<file path="src/rtl/rx78_cart_loader_if.sv">
// Bus bundle between the ioctl download stream and the cart loader.
// master: download source and array side. slave: rx78_cart_loader.
interface rx78_cart_loader_if;
    logic        upload;
    logic [7:0]  upload_index;
    logic        upload_wr;
    logic [24:0] upload_addr;
    logic [7:0]  upload_data;
    logic [7:0]  wr_data;
    logic [12:0] cart_addr;
    logic        cart1_we;
    logic        cart2_we;
    logic [14:0] ext_addr;
    logic        ext_we;
    logic [12:0] vram_addr;
    logic        vram_we;
    logic        cpu_reset;
    logic        ext_map;
    logic        overflow;
    logic        busy;

    modport master (
        output upload, upload_index, upload_wr, upload_addr, upload_data,
        input  wr_data, cart_addr, cart1_we, cart2_we, ext_addr, ext_we,
        input  vram_addr, vram_we, cpu_reset, ext_map, overflow, busy
    );

    modport slave (
        input  upload, upload_index, upload_wr, upload_addr, upload_data,
        output wr_data, cart_addr, cart1_we, cart2_we, ext_addr, ext_we,
        output vram_addr, vram_we, cpu_reset, ext_map, overflow, busy
    );
endinterface

</file>
<file path="src/rtl/rx78_cart_loader.sv">
// RX-78 cart loader: routes download bytes to cart1/cart2/ext RAM, pads cart space
// with 0xFF, clears VRAM, holds the Z80 in reset. Ports: clk, reset_n, io_bus (slave).
module rx78_cart_loader #(
    parameter logic [7:0] CART_INDEX = 8'd1,
    parameter int         RESET_HOLD = 16,
    parameter int         VRAM_WORDS = 8192,
    parameter int         MAX_BYTES  = 49152
) (
    input  logic               clk,
    input  logic               reset_n,
    rx78_cart_loader_if.slave  io_bus
);
    typedef enum logic [2:0] {
        S_IDLE, S_LOAD, S_PAD, S_CLEAR, S_HOLD
    } state_t;

    localparam int          HW      = $clog2(RESET_HOLD + 1);
    localparam logic [12:0] V_LAST  = 13'(VRAM_WORDS - 1);
    localparam logic [24:0] MAX_OFF = 25'(MAX_BYTES);

    state_t        r_state;
    state_t        w_state_nx;
    logic          r_upload_d;
    logic [16:0]   r_count;
    logic [12:0]   r_vptr;
    logic [HW-1:0] r_hold;
    logic [7:0]    r_wr_data;
    logic [12:0]   r_cart_addr;
    logic          r_cart1_we;
    logic          r_cart2_we;
    logic [14:0]   r_ext_addr;
    logic          r_ext_we;
    logic [12:0]   r_vram_addr;
    logic          r_vram_we;
    logic          r_cpu_reset;
    logic          r_ext_map;
    logic          r_ovf;

    logic          w_sel;
    logic          w_restart;
    logic          w_wr;
    logic          w_in_range;
    logic [16:0]   w_off1;
    logic [14:0]   w_ext_off;
    logic          w_pad_go;
    logic          w_enter_load;

    assign w_sel      = io_bus.upload_index == CART_INDEX;
    // Only a fresh rising edge restarts; a level left high must not retrigger
    assign w_restart  = io_bus.upload & ~r_upload_d & w_sel;
    assign w_wr       = (r_state == S_LOAD) & io_bus.upload_wr & w_sel;
    assign w_in_range = io_bus.upload_addr < MAX_OFF;
    assign w_off1     = {1'b0, io_bus.upload_addr[15:0]} + 17'd1;
    assign w_ext_off  = io_bus.upload_addr[14:0] - 15'h4000;
    assign w_pad_go   = r_count < 17'h4000;
    assign w_enter_load = (w_state_nx == S_LOAD) && (r_state != S_LOAD);

    always_ff @(posedge clk or negedge reset_n) begin
        if (!reset_n) r_state <= S_IDLE;
        else          r_state <= w_state_nx;
    end

    always_comb begin
        w_state_nx = r_state;
        unique case (r_state)
            S_IDLE:  if (io_bus.upload && w_sel) w_state_nx = S_LOAD;
            S_LOAD:  if (!io_bus.upload) w_state_nx = S_PAD;
            S_PAD: begin
                if (w_restart)      w_state_nx = S_LOAD;
                else if (!w_pad_go) w_state_nx = S_CLEAR;
            end
            S_CLEAR: begin
                if (w_restart)             w_state_nx = S_LOAD;
                else if (r_vptr == V_LAST) w_state_nx = S_HOLD;
            end
            S_HOLD: begin
                if (w_restart)              w_state_nx = S_LOAD;
                else if (r_hold == HW'(1))  w_state_nx = S_IDLE;
            end
            default: w_state_nx = S_IDLE;
        endcase
    end

    always_ff @(posedge clk or negedge reset_n) begin
        if (!reset_n) begin
            r_upload_d  <= 1'b0;
            r_count     <= '0;
            r_vptr      <= '0;
            r_hold      <= '0;
            r_wr_data   <= '0;
            r_cart_addr <= '0;
            r_cart1_we  <= 1'b0;
            r_cart2_we  <= 1'b0;
            r_ext_addr  <= '0;
            r_ext_we    <= 1'b0;
            r_vram_addr <= '0;
            r_vram_we   <= 1'b0;
            r_cpu_reset <= 1'b0;
            r_ext_map   <= 1'b0;
            r_ovf       <= 1'b0;
        end else begin
            r_upload_d <= io_bus.upload;
            r_cart1_we <= 1'b0;
            r_cart2_we <= 1'b0;
            r_ext_we   <= 1'b0;
            r_vram_we  <= 1'b0;
            unique case (r_state)
                S_LOAD: begin
                    if (w_wr && !w_in_range) begin
                        r_ovf <= 1'b1;
                    end else if (w_wr) begin
                        r_wr_data   <= io_bus.upload_data;
                        r_cart_addr <= io_bus.upload_addr[12:0];
                        r_ext_addr  <= w_ext_off;
                        r_cart1_we  <= io_bus.upload_addr < 25'h2000;
                        r_cart2_we  <= (io_bus.upload_addr >= 25'h2000) &&
                                       (io_bus.upload_addr < 25'h4000);
                        r_ext_we    <= io_bus.upload_addr >= 25'h4000;
                        if (w_off1 > r_count) r_count <= w_off1;
                    end
                end
                S_PAD: begin
                    // count doubles as the pad pointer; it ends at 0x4000
                    if (w_state_nx == S_PAD) begin
                        r_wr_data   <= 8'hFF;
                        r_cart_addr <= r_count[12:0];
                        r_cart1_we  <= ~r_count[13];
                        r_cart2_we  <= r_count[13];
                        r_count     <= r_count + 17'd1;
                    end else if (w_state_nx == S_CLEAR) begin
                        r_ext_map <= r_count > 17'h4000;
                        r_vptr    <= '0;
                    end
                end
                S_CLEAR: begin
                    if (w_state_nx != S_LOAD) begin
                        r_vram_we   <= 1'b1;
                        r_vram_addr <= r_vptr;
                        r_vptr      <= r_vptr + 13'd1;
                    end
                    if (w_state_nx == S_HOLD) begin
                        r_vptr <= '0;
                        r_hold <= HW'(RESET_HOLD);
                    end
                end
                S_HOLD: begin
                    if (w_state_nx != S_LOAD) r_hold <= r_hold - HW'(1);
                    if (w_state_nx == S_IDLE) r_cpu_reset <= 1'b0;
                end
                default: ;
            endcase
            if (w_enter_load) begin
                r_count     <= '0;
                r_ovf       <= 1'b0;
                r_ext_map   <= 1'b0;
                r_vptr      <= '0;
                r_cpu_reset <= 1'b1;
            end
        end
    end

    assign io_bus.wr_data   = r_wr_data;
    assign io_bus.cart_addr = r_cart_addr;
    assign io_bus.cart1_we  = r_cart1_we;
    assign io_bus.cart2_we  = r_cart2_we;
    assign io_bus.ext_addr  = r_ext_addr;
    assign io_bus.ext_we    = r_ext_we;
    assign io_bus.vram_addr = r_vram_addr;
    assign io_bus.vram_we   = r_vram_we;
    assign io_bus.cpu_reset = r_cpu_reset;
    assign io_bus.ext_map   = r_ext_map;
    assign io_bus.overflow  = r_ovf;
    assign io_bus.busy      = r_state != S_IDLE;
endmodule
</file>
<file path="src/flat_wrapper.sv">
// flat-port wrapper written by rule: the top's interface ports become plain ports
module rx78_cart_loader_flat 
#(
    parameter logic [7:0] CART_INDEX = 8'd1,
    parameter int         RESET_HOLD = 16,
    parameter int         VRAM_WORDS = 8192,
    parameter int         MAX_BYTES  = 49152
)
  (clk, reset_n, io_bus_upload, io_bus_upload_index, io_bus_upload_wr, io_bus_upload_addr, io_bus_upload_data, io_bus_wr_data, io_bus_cart_addr, io_bus_cart1_we, io_bus_cart2_we, io_bus_ext_addr, io_bus_ext_we, io_bus_vram_addr, io_bus_vram_we, io_bus_cpu_reset, io_bus_ext_map, io_bus_overflow, io_bus_busy);
  rx78_cart_loader_if io_bus_i ();
  input  logic clk;
  input  logic reset_n;
  input wire logic [$bits(io_bus_i.upload)-1:0] io_bus_upload;
  input wire logic [$bits(io_bus_i.upload_index)-1:0] io_bus_upload_index;
  input wire logic [$bits(io_bus_i.upload_wr)-1:0] io_bus_upload_wr;
  input wire logic [$bits(io_bus_i.upload_addr)-1:0] io_bus_upload_addr;
  input wire logic [$bits(io_bus_i.upload_data)-1:0] io_bus_upload_data;
  output wire logic [$bits(io_bus_i.wr_data)-1:0] io_bus_wr_data;
  output wire logic [$bits(io_bus_i.cart_addr)-1:0] io_bus_cart_addr;
  output wire logic [$bits(io_bus_i.cart1_we)-1:0] io_bus_cart1_we;
  output wire logic [$bits(io_bus_i.cart2_we)-1:0] io_bus_cart2_we;
  output wire logic [$bits(io_bus_i.ext_addr)-1:0] io_bus_ext_addr;
  output wire logic [$bits(io_bus_i.ext_we)-1:0] io_bus_ext_we;
  output wire logic [$bits(io_bus_i.vram_addr)-1:0] io_bus_vram_addr;
  output wire logic [$bits(io_bus_i.vram_we)-1:0] io_bus_vram_we;
  output wire logic [$bits(io_bus_i.cpu_reset)-1:0] io_bus_cpu_reset;
  output wire logic [$bits(io_bus_i.ext_map)-1:0] io_bus_ext_map;
  output wire logic [$bits(io_bus_i.overflow)-1:0] io_bus_overflow;
  output wire logic [$bits(io_bus_i.busy)-1:0] io_bus_busy;
  assign io_bus_i.upload = io_bus_upload;
  assign io_bus_i.upload_index = io_bus_upload_index;
  assign io_bus_i.upload_wr = io_bus_upload_wr;
  assign io_bus_i.upload_addr = io_bus_upload_addr;
  assign io_bus_i.upload_data = io_bus_upload_data;
  assign io_bus_wr_data = io_bus_i.wr_data;
  assign io_bus_cart_addr = io_bus_i.cart_addr;
  assign io_bus_cart1_we = io_bus_i.cart1_we;
  assign io_bus_cart2_we = io_bus_i.cart2_we;
  assign io_bus_ext_addr = io_bus_i.ext_addr;
  assign io_bus_ext_we = io_bus_i.ext_we;
  assign io_bus_vram_addr = io_bus_i.vram_addr;
  assign io_bus_vram_we = io_bus_i.vram_we;
  assign io_bus_cpu_reset = io_bus_i.cpu_reset;
  assign io_bus_ext_map = io_bus_i.ext_map;
  assign io_bus_overflow = io_bus_i.overflow;
  assign io_bus_busy = io_bus_i.busy;
  rx78_cart_loader #(.CART_INDEX(CART_INDEX), .RESET_HOLD(RESET_HOLD), .VRAM_WORDS(VRAM_WORDS), .MAX_BYTES(MAX_BYTES)) u_core (.clk(clk), .reset_n(reset_n), .io_bus(io_bus_i));
endmodule
</file>
<file path="config.mk">
export PLATFORM = sky130hd
export DESIGN_NAME = rx78_cart_loader_flat
export DESIGN_NICKNAME = d
export VERILOG_FILES = /design/src/rtl/rx78_cart_loader_if.sv /design/src/rtl/rx78_cart_loader.sv /design/src/flat_wrapper.sv
export SDC_FILE = /design/constraint.sdc
export NUM_CORES = 1
export LEC_CHECK = 0
export ABC_AREA = 1
export CAP_MARGIN = 20
export CORE_AREA = 5 5 101 103
export CTS_BUF_LIST = sky130_fd_sc_hd__clkbuf_16
export CTS_CLUSTER_DIAMETER = 60
export DETAILED_ROUTE_END_ITERATION = 7
export DIE_AREA = 0 0 106 108
export DONT_BUFFER_PORTS = 1
export PLACE_DENSITY = 0.9
export SLEW_MARGIN = 20
export SYNTH_ARGS = -nofsm -noshare
export SYNTH_HDL_FRONTEND = slang
export SYNTH_SLANG_ARGS = --single-unit
</file>
<file path="constraint.sdc">
create_clock -name clk -period 2.95 [get_ports clk]
set_input_delay 0.59 -clock clk [delete_from_list [all_inputs] [get_ports clk]]
set_output_delay 0.59 -clock clk [all_outputs]
set_load 0.03 [all_outputs]
</file>
# Yosys cells after proc, flatten, opt, wreduce, memory -nomap -nowiden
# Index checks and enable logic that the tools add are counted.
# totals
register_bits	95
in_bits	45
out_inout_bits	57
elab_cells	144
# classes
n_addsub	5
n_lt_le_gt_ge	8
eq_ne	26
mux	55
bitwise_logic	7
reduce_logical	27
# op_table
operator	count
$mux 13	8
$mux 17	5
$pmux 13 s2	2
$pmux 17 s2	1
$ge 25x14->1 const B	1
$ge 25x15->1 const B	1
$lt 25x14->1 const B	1
$lt 25x15->1 const B	1
$lt 25x16->1 const B	1
$mux 3	8
$mux 8	3
$mux 1	21
$add 16x1->17 const B	1
$add 17x1->17 const B	1
$gt 17x15->1 const B	1
$gt 17x17->1	1
$lt 17x15->1 const B	1
$pmux 8 s2	1
$reduce_bool 2->1	8
$ne 3x1->1 const B	5
$pmux 3 s5	1
$sub 15x15->15 const B	1
$add 13x1->13 const B	1
$eq 13x13->1 const B	1
other kinds (23)	52

# Depth between registers and ports, before layout
# Gate-level depths: netlist (run 1).
# depth
word_depth	10
depth_mapped	20
mapped_depth_nobuf	20

# Worst setup path before layout (run 1)
# No wires, ideal clock.
# synth_path
path_kind	input-to-reg
start	in io_bus_upload_addr[0]
end	reg u_core.r_count[11]
setup_time_ps	118
arrival_time_ps	2869
required_time_ps	2832
slack_ps	-37
cell_stages	19
path_buffers	1
cell_sequence	ha_1 > nand2_1 > nor2_1 > nand3_1 > or2_2 > nand2_1 > inv_1 > ha_1 > nand2_1 > nor2_1 > and2_1 > nand3b_1 > nand3_1 > nand2_1 > nand2_1 > nand2_2 > buf_2 > nand3_1 > nand2_1
# synth_between
elab_chain_len	6
word_cells_on_any_way	13
classes_between	add/sub: 1; order compare: 2; eq/ne: 2; mux: 5; reduce/logical: 3
# synth_lines
element	line_no	rtl
start: declaration	flat_wrapper.sv:16	input wire logic [$bits(io_bus_i.upload_addr)-1:0] io_bus_upload_addr;
branches (longest 6 deep; another with $add 16x1->17)	-	
end signal: assignment	rx78_cart_loader.sv:119	if (w_off1 > r_count) r_count <= w_off1;
end signal: assignment	rx78_cart_loader.sv:129	r_count <= r_count + 17'd1;
end: declaration	rx78_cart_loader.sv:24	logic [16:0] r_count;
# Several ways; the timed one is not identified. The select of a mux whose other input is x is not followed.
# A chain may end at the register's enable or synchronous reset.

# Final worst setup path (run 1)
# layout_path
start	in io_bus_upload_addr[0]
end	reg u_core.r_count[1]
# Same word-level chain as after synthesis.

==> flow_summary.toml, run 1 <==
[min_path]
holdCritPathClass = "in2async"

[synthesis]
synthAdderAreaFrac_pct = 5.14
syn_inst = 794
syn_area_per_cell_um2 = 7.36
synth-main-ff-cell = "dfrtp_1"
synth-edff-count = 0
ys_ff_latch = 95
synth_top_family_by_area = "simple AND/OR/NAND/NOR gates"
synth.distinct_cells = 35
synthSimpleGateAreaFrac_pct = 35.5
ys_seq_area_share_pct = 40.7
syn_area_um2 = 5840
async_flop_share_pct = 100
synth_nets = 863
synth-xor-area-share_pct = 3.30
synth_compound_area_share_pct = 7.75
ys.warnings.count = 0
synthMuxAreaShare_pct = 0

[routing]
dr_total_vias = 5597
first_iter_violations = 495
dr_wl_met3_mm = 1.32
routedWlPerCell_um = 17.8
drt_pre_antenna_iters = 5
wl_met2_mm = 8.11
remaining_drc_errors = 0
wl_met1_mm = 6.32
dr.max_layer_used = "met4"
routed_wl_mm = 16.3
ant_nets = 0
via_per_inst = 6.10

[pwr]
peakVddDrop_mv = 0.439
power_w = 0.00519
p_leak_nw = 3.14
power_density_nw_per_um2 = 819

[layout]
n_fill_cell = 699
diodes = 0
drive_gt1_share_pct = 8.80
fin_cells = 918
final_util_pct = 69.7
layout_commonest_cell = "nand2_1"
finalInstanceArea_um2 = 6350
fin_nets = 871
final_cell_mix = "nand2_1 (252), dfrtp_1 (95), inv_1 (80)"
area_delta_synth_final_pct = 8.58

[timing]
hold_viol = 0
worst_slew_pin_slew_ps = 720
whs_ps = 168
drv_slew = 0
period_share_pct = 91.2
period_minus_slack_ps = 2690
skew_ps = 12.1
fmaxAchievable_ghz = 0.372
rsz0062_at_grt = "false"
slew_headroom_pct = 52.0
setup_viol = 0

[grt]
gr-total-overflow = 0
grt_pass1_vias = 5584
grt_pass1_wl_mm = 27.0
grt_max_degree = 96
track_usage_pct = 29.5
antenna_found_initial = 0

[clock_network]
max-clock-path-buffers = 2
cts_root_buf = "clkbuf_16"
clock_sinks = 95
numCtsBuffers = 9
cts.clk_slew.worst_paths_ps = 80
cts_tree = "done"
post_cts_buffers = 0
clock_latency_ps = 340
htree_levels = 3

[place]
gp_congestion = 0.936
port_buffers = 0
dp_hpwl_mm = 12.0
place_area_um2 = 6020
place_inst = 901

[flow_run]
maxCapViolCount = 0

[critical_path]
cp_common_cell = "nand2_1"
critPathCaptureType = "flip-flop"
crit_path_start_kind = "input port"
required_ps = 3220
crit_path_max_incr_delay_ps = 290
crit_slowest_cell = "ha_1"
worstPathCellList = "ha_1 > nand2_1 > nor2_2 > nand3_1 > nor2_1 > nand2_1 > and2_1 > ha_1 > nand2_1 > nor2_2 > and2_1 > nand3b_1 > nand3_1 > nand2_1 > nand2_1 > buf_6 > nand4_1 > nand2_1"
crit_family = "simple AND/OR/NAND/NOR gates"
critPathKind = "in2reg"
arrival_ps = 2960
cp_num_buf_inv = 1
crit_fanout = 14

[outcome]
status = "finished, final reports clean"

[floorplan]
num_io_pins = 102
coreArea_um2 = 9110
die_y_um = 108
initial_core_util_pct = 64.2
die_area_um2 = 11400
die_width_um = 106
num_rows = 35
[cells by family after synthesis]
kind of cell               count (synthesis)
and+or+nand+nor                          460
buffers and inverters                    112
DFF                                       95
AOI/OAI and AO/OA                         81
adders and majority gates                 24
xor gates and xnor gates                  22
[what timing repair did]
item / in CTS / in global routing
gates resized for setup: 0 / 3
hold endpoints to repair: 95 / 0
hold buffers: 1 / 0
setup endpoints to repair: 0 / 17
[layout make-up]
class / instances / area, µm² / area share [%]
Multi-Input combinational cell: 587 / 3030 / 47.8
Clock inverter: 7 / 63.8 / 1.01
Sequential cell: 95 / 2380 / 37.5
Inverter: 89 / 334 / 5.26
Timing Repair Buffer: 20 / 174 / 2.74
Clock buffer: 9 / 225 / 3.55
Tap cell: 111 / 139 / 2.19
[Yosys cell counts (2+ instances only)]
master	instances	area [µm²]
dfrtp_1	95	2380
and2_1	3	18.8
nand2_1	252	946
inv_1	80	300
o22a_1	8	70.1
buf_4	2	15.0
o21ai_1	22	110
or2_2	7	43.8
buf_2	13	65.1
a21oi_1	8	40.0
inv_2	8	30.0
nand3_2	3	30.0
nand4_1	26	163
xor2_1	18	158
nand3_1	77	385
nor2_4	5	56.3
clkbuf_1	8	30.0
nor3_1	26	130
nand2_2	6	37.5
xnor2_1	4	35.0
nand3b_1	4	30.0
ha_1	24	300
nor2_1	43	161
o21ai_0	36	180
nor4_1	4	25.0
nor2_2	2	12.5
o31ai_1	2	15.0
[state kept, by name, summed over array words and instances, names as in the netlist]
signal and flops:
u_core.io_bus.cart_addr 13, u_core.io_bus.ext_addr 15, u_core.io_bus.ext_we 1, u_core.io_bus.vram_we 1, u_core.io_bus.overflow 1, u_core.r_upload_d 1, u_core.r_hold 5, u_core.r_count 17
u_core.r_vptr 13, u_core.io_bus.cart2_we 1, u_core.r_state 3, u_core.io_bus.vram_addr 13, u_core.io_bus.cpu_reset 1, u_core.io_bus.cart1_we 1, u_core.io_bus.ext_map 1, u_core.io_bus.wr_data 8
[routing by layer]
metal  GRT usage (%)  vias up
li1                -     2609
met1            35.4     2631
met2            52.0      303
met3            5.43       54
met4            13.0        0
met5               0        -
[per-stage QoR]
step           setup TNS, ps  worst slack (ps)
6_report                   0               261
5_1_grt                    0              10.5
4_1_cts                    0               213
3_5_place_dp           -1950              -132
3_3_place_gp            -176             -25.4
2_1_floorplan              0              8.66
[worst paths after layout]
kind                                            start                          to  slack [ps]  cells after the start
worst max-delay path            io_bus_upload_addr[0]           u_core.r_count[1]         260                     18
worst min-delay path                          reset_n   u_core.io_bus.ext_addr[7]         170                      1
worst max register to register       u_core.r_vptr[1]           u_core.r_count[1]         560                     10
worst min register to register      u_core.r_vptr[12]           u_core.r_vptr[12]         520                      2
max in group asynchronous                     reset_n  u_core.io_bus.vram_addr[8]        2430                      1
min in group clk                        io_bus_upload           u_core.r_upload_d         270                      0
[where the power goes]
part	switching [W]	total [W]	internal, W
registers	0.000552	0.00211	0.00156
clock network	0.000556	0.00115	0.000594
logic	0.00133	0.00193	0.000600
total	0.00244	0.00519	0.00276
Note: power is estimated with default switching activity, not from simulation.
==> run 2: changes to the inputs <==
- SKIP_CTS_REPAIR_TIMING: default -> 1
==> run 2 against run 1 <==
Sequential power barely moved. Register-to-register slack better by 20 ps. Sequential share of layout area unchanged. Combinational power barely moved. Cell area did not move. Global-route usage is essentially flat. Die area is the same. Largest cell class unchanged. Largest power group unchanged.
==> flow_summary.toml, run 2 (synthesis results as in run 1) <==
[outcome]
status = "finished, final reports clean"

[layout]
finalInstanceArea_um2 = 6350
n_fill_cell = 699
area_delta_synth_final_pct = 8.58
drive_gt1_share_pct = 8.80
fin_cells = 918
final_util_pct = 69.7
regMostFlops = "u_core.r_count"
diodes = 0
final_cell_mix = "nand2_1 (252), dfrtp_1 (95), inv_1 (80)"
largest_register_ffs = 17
fin_nets = 871
layout_commonest_cell = "nand2_1"

[routing]
ant_nets = 0
remaining_drc_errors = 0
routedWlPerCell_um = 17.7
dr_total_vias = 5584
first_iter_violations = 521
routed_wl_mm = 16.3
via_per_inst = 6.08
drt_pre_antenna_iters = 5

[critical_path]
crit_fanout = 14
critPathCaptureType = "flip-flop"
r2r_cells = 10
reg2reg_to = "u_core.r_count[1]"
reg2reg_from = "u_core.r_vptr[0]"
critPathKind = "in2reg"
crit_path_start_kind = "input port"
required_ps = 3220
rrSetupSlack_ps = 580
arrival_ps = 2960

[grt]
grt_pass1_wl_mm = 27.0
gr-total-overflow = 0
antenna_found_initial = 0
grt_pass1_vias = 5544
grt_max_degree = 96
track_usage_pct = 29.4

[floorplan]
num_rows = 35
coreArea_um2 = 9110
initial_core_util_pct = 64.2
num_io_pins = 102
die_y_um = 108
die_width_um = 106
die_area_um2 = 11400

[place]
place_area_um2 = 6020
gp_congestion = 0.936
dp_hpwl_mm = 12.0
port_buffers = 0
place_inst = 901

[timing]
setup_viol = 0
period_share_pct = 91.1
drv_slew = 0
hold_viol = 0
skew_ps = 11.6
rsz0062_at_grt = "false"
worst_slew_pin_slew_ps = 722
period_minus_slack_ps = 2690
slew_headroom_pct = 51.8
fmaxAchievable_ghz = 0.372

[pwr]
power_density_nw_per_um2 = 819
p_leak_nw = 3.14
power_w = 0.00520
peakVddDrop_mv = 0.441

[clock_network]
numCtsBuffers = 9
cts.clk_slew.worst_paths_ps = 80
clock_latency_ps = 340
max-clock-path-buffers = 2
cts_root_buf = "clkbuf_16"
cts_tree = "done"
htree_levels = 3
clock_sinks = 95

[min_path]
holdCritPathClass = "in2async"

[flow_run]
maxCapViolCount = 0
-- run 2: cell counts in the layout (fill, tap and decap cells not counted) --
Identical to the previous run, type by type.
-- run 2: report_power, final --
part	leakage (nW)	total, W	internal [W]	switching [W]
clock network	0.143	0.00116	0.000594	0.000563
logic	1.76	0.00193	0.000600	0.00133
registers	1.24	0.00211	0.00156	0.000550
-- run 2: metrics by stage --
stage                     hold slack [ps]  TNS [ps]  setup slack (ps)
after floorplan                       294         0              8.66
after global placement                297      -176             -25.4
after detailed placement              297     -1950              -132
after CTS                           -71.0         0               213
after global routing                  196         0              10.0
final                                 145         0               264
-- run 2: area by class of cell --
class	count	area [µm²]	area share, %
Sequential cell	95	2380	37.5
Clock buffer	9	225	3.55
Tap cell	111	139	2.19
Clock inverter	7	63.8	1.01
Timing Repair Buffer	20	174	2.74
Multi-Input combinational cell	587	3030	47.8
Inverter	89	334	5.26
-- run 2: how the worst max path moves through the flow --
stage	from	endpoint	slack (ps)	depth (start not counted)
finish	io_bus_upload_addr[6]	u_core.r_count[1]	260	16
global route	io_bus_upload_addr[0]	u_core.r_count[2]	10	20
CTS	io_bus_upload_addr[6]	u_core.r_count[4]	210	16
detailed placement	io_bus_upload_addr[0]	u_core.r_count[2]	-130	19
global placement	io_bus_upload_addr[6]	u_core.r_count[2]	-30	17
floorplan	io_bus_upload_addr[0]	u_core.r_count[11]	9	19
-- run 2: metal layers --
layer	wire (µm)	global-route usage [%]	vias up
met5	0	0	-
met4	575	13.6	0
met3	1200	5.37	57
met2	8080	51.4	294
met1	6410	35.6	2635
li1	-	-	2598
-- run 2: worst max-delay path: stages --
cell	delay, ps
inv_1	40
buf_4	140
nor3_1	380
nand4_1	180
and2_1	230
ha_1	280
nand2_1	60
nor2_2	120
and2_1	160
nand3b_1	90
nand3_1	90
nand2_1	50
nand2_1	130
buf_6	200
nand4_1	120
nand2_1	90
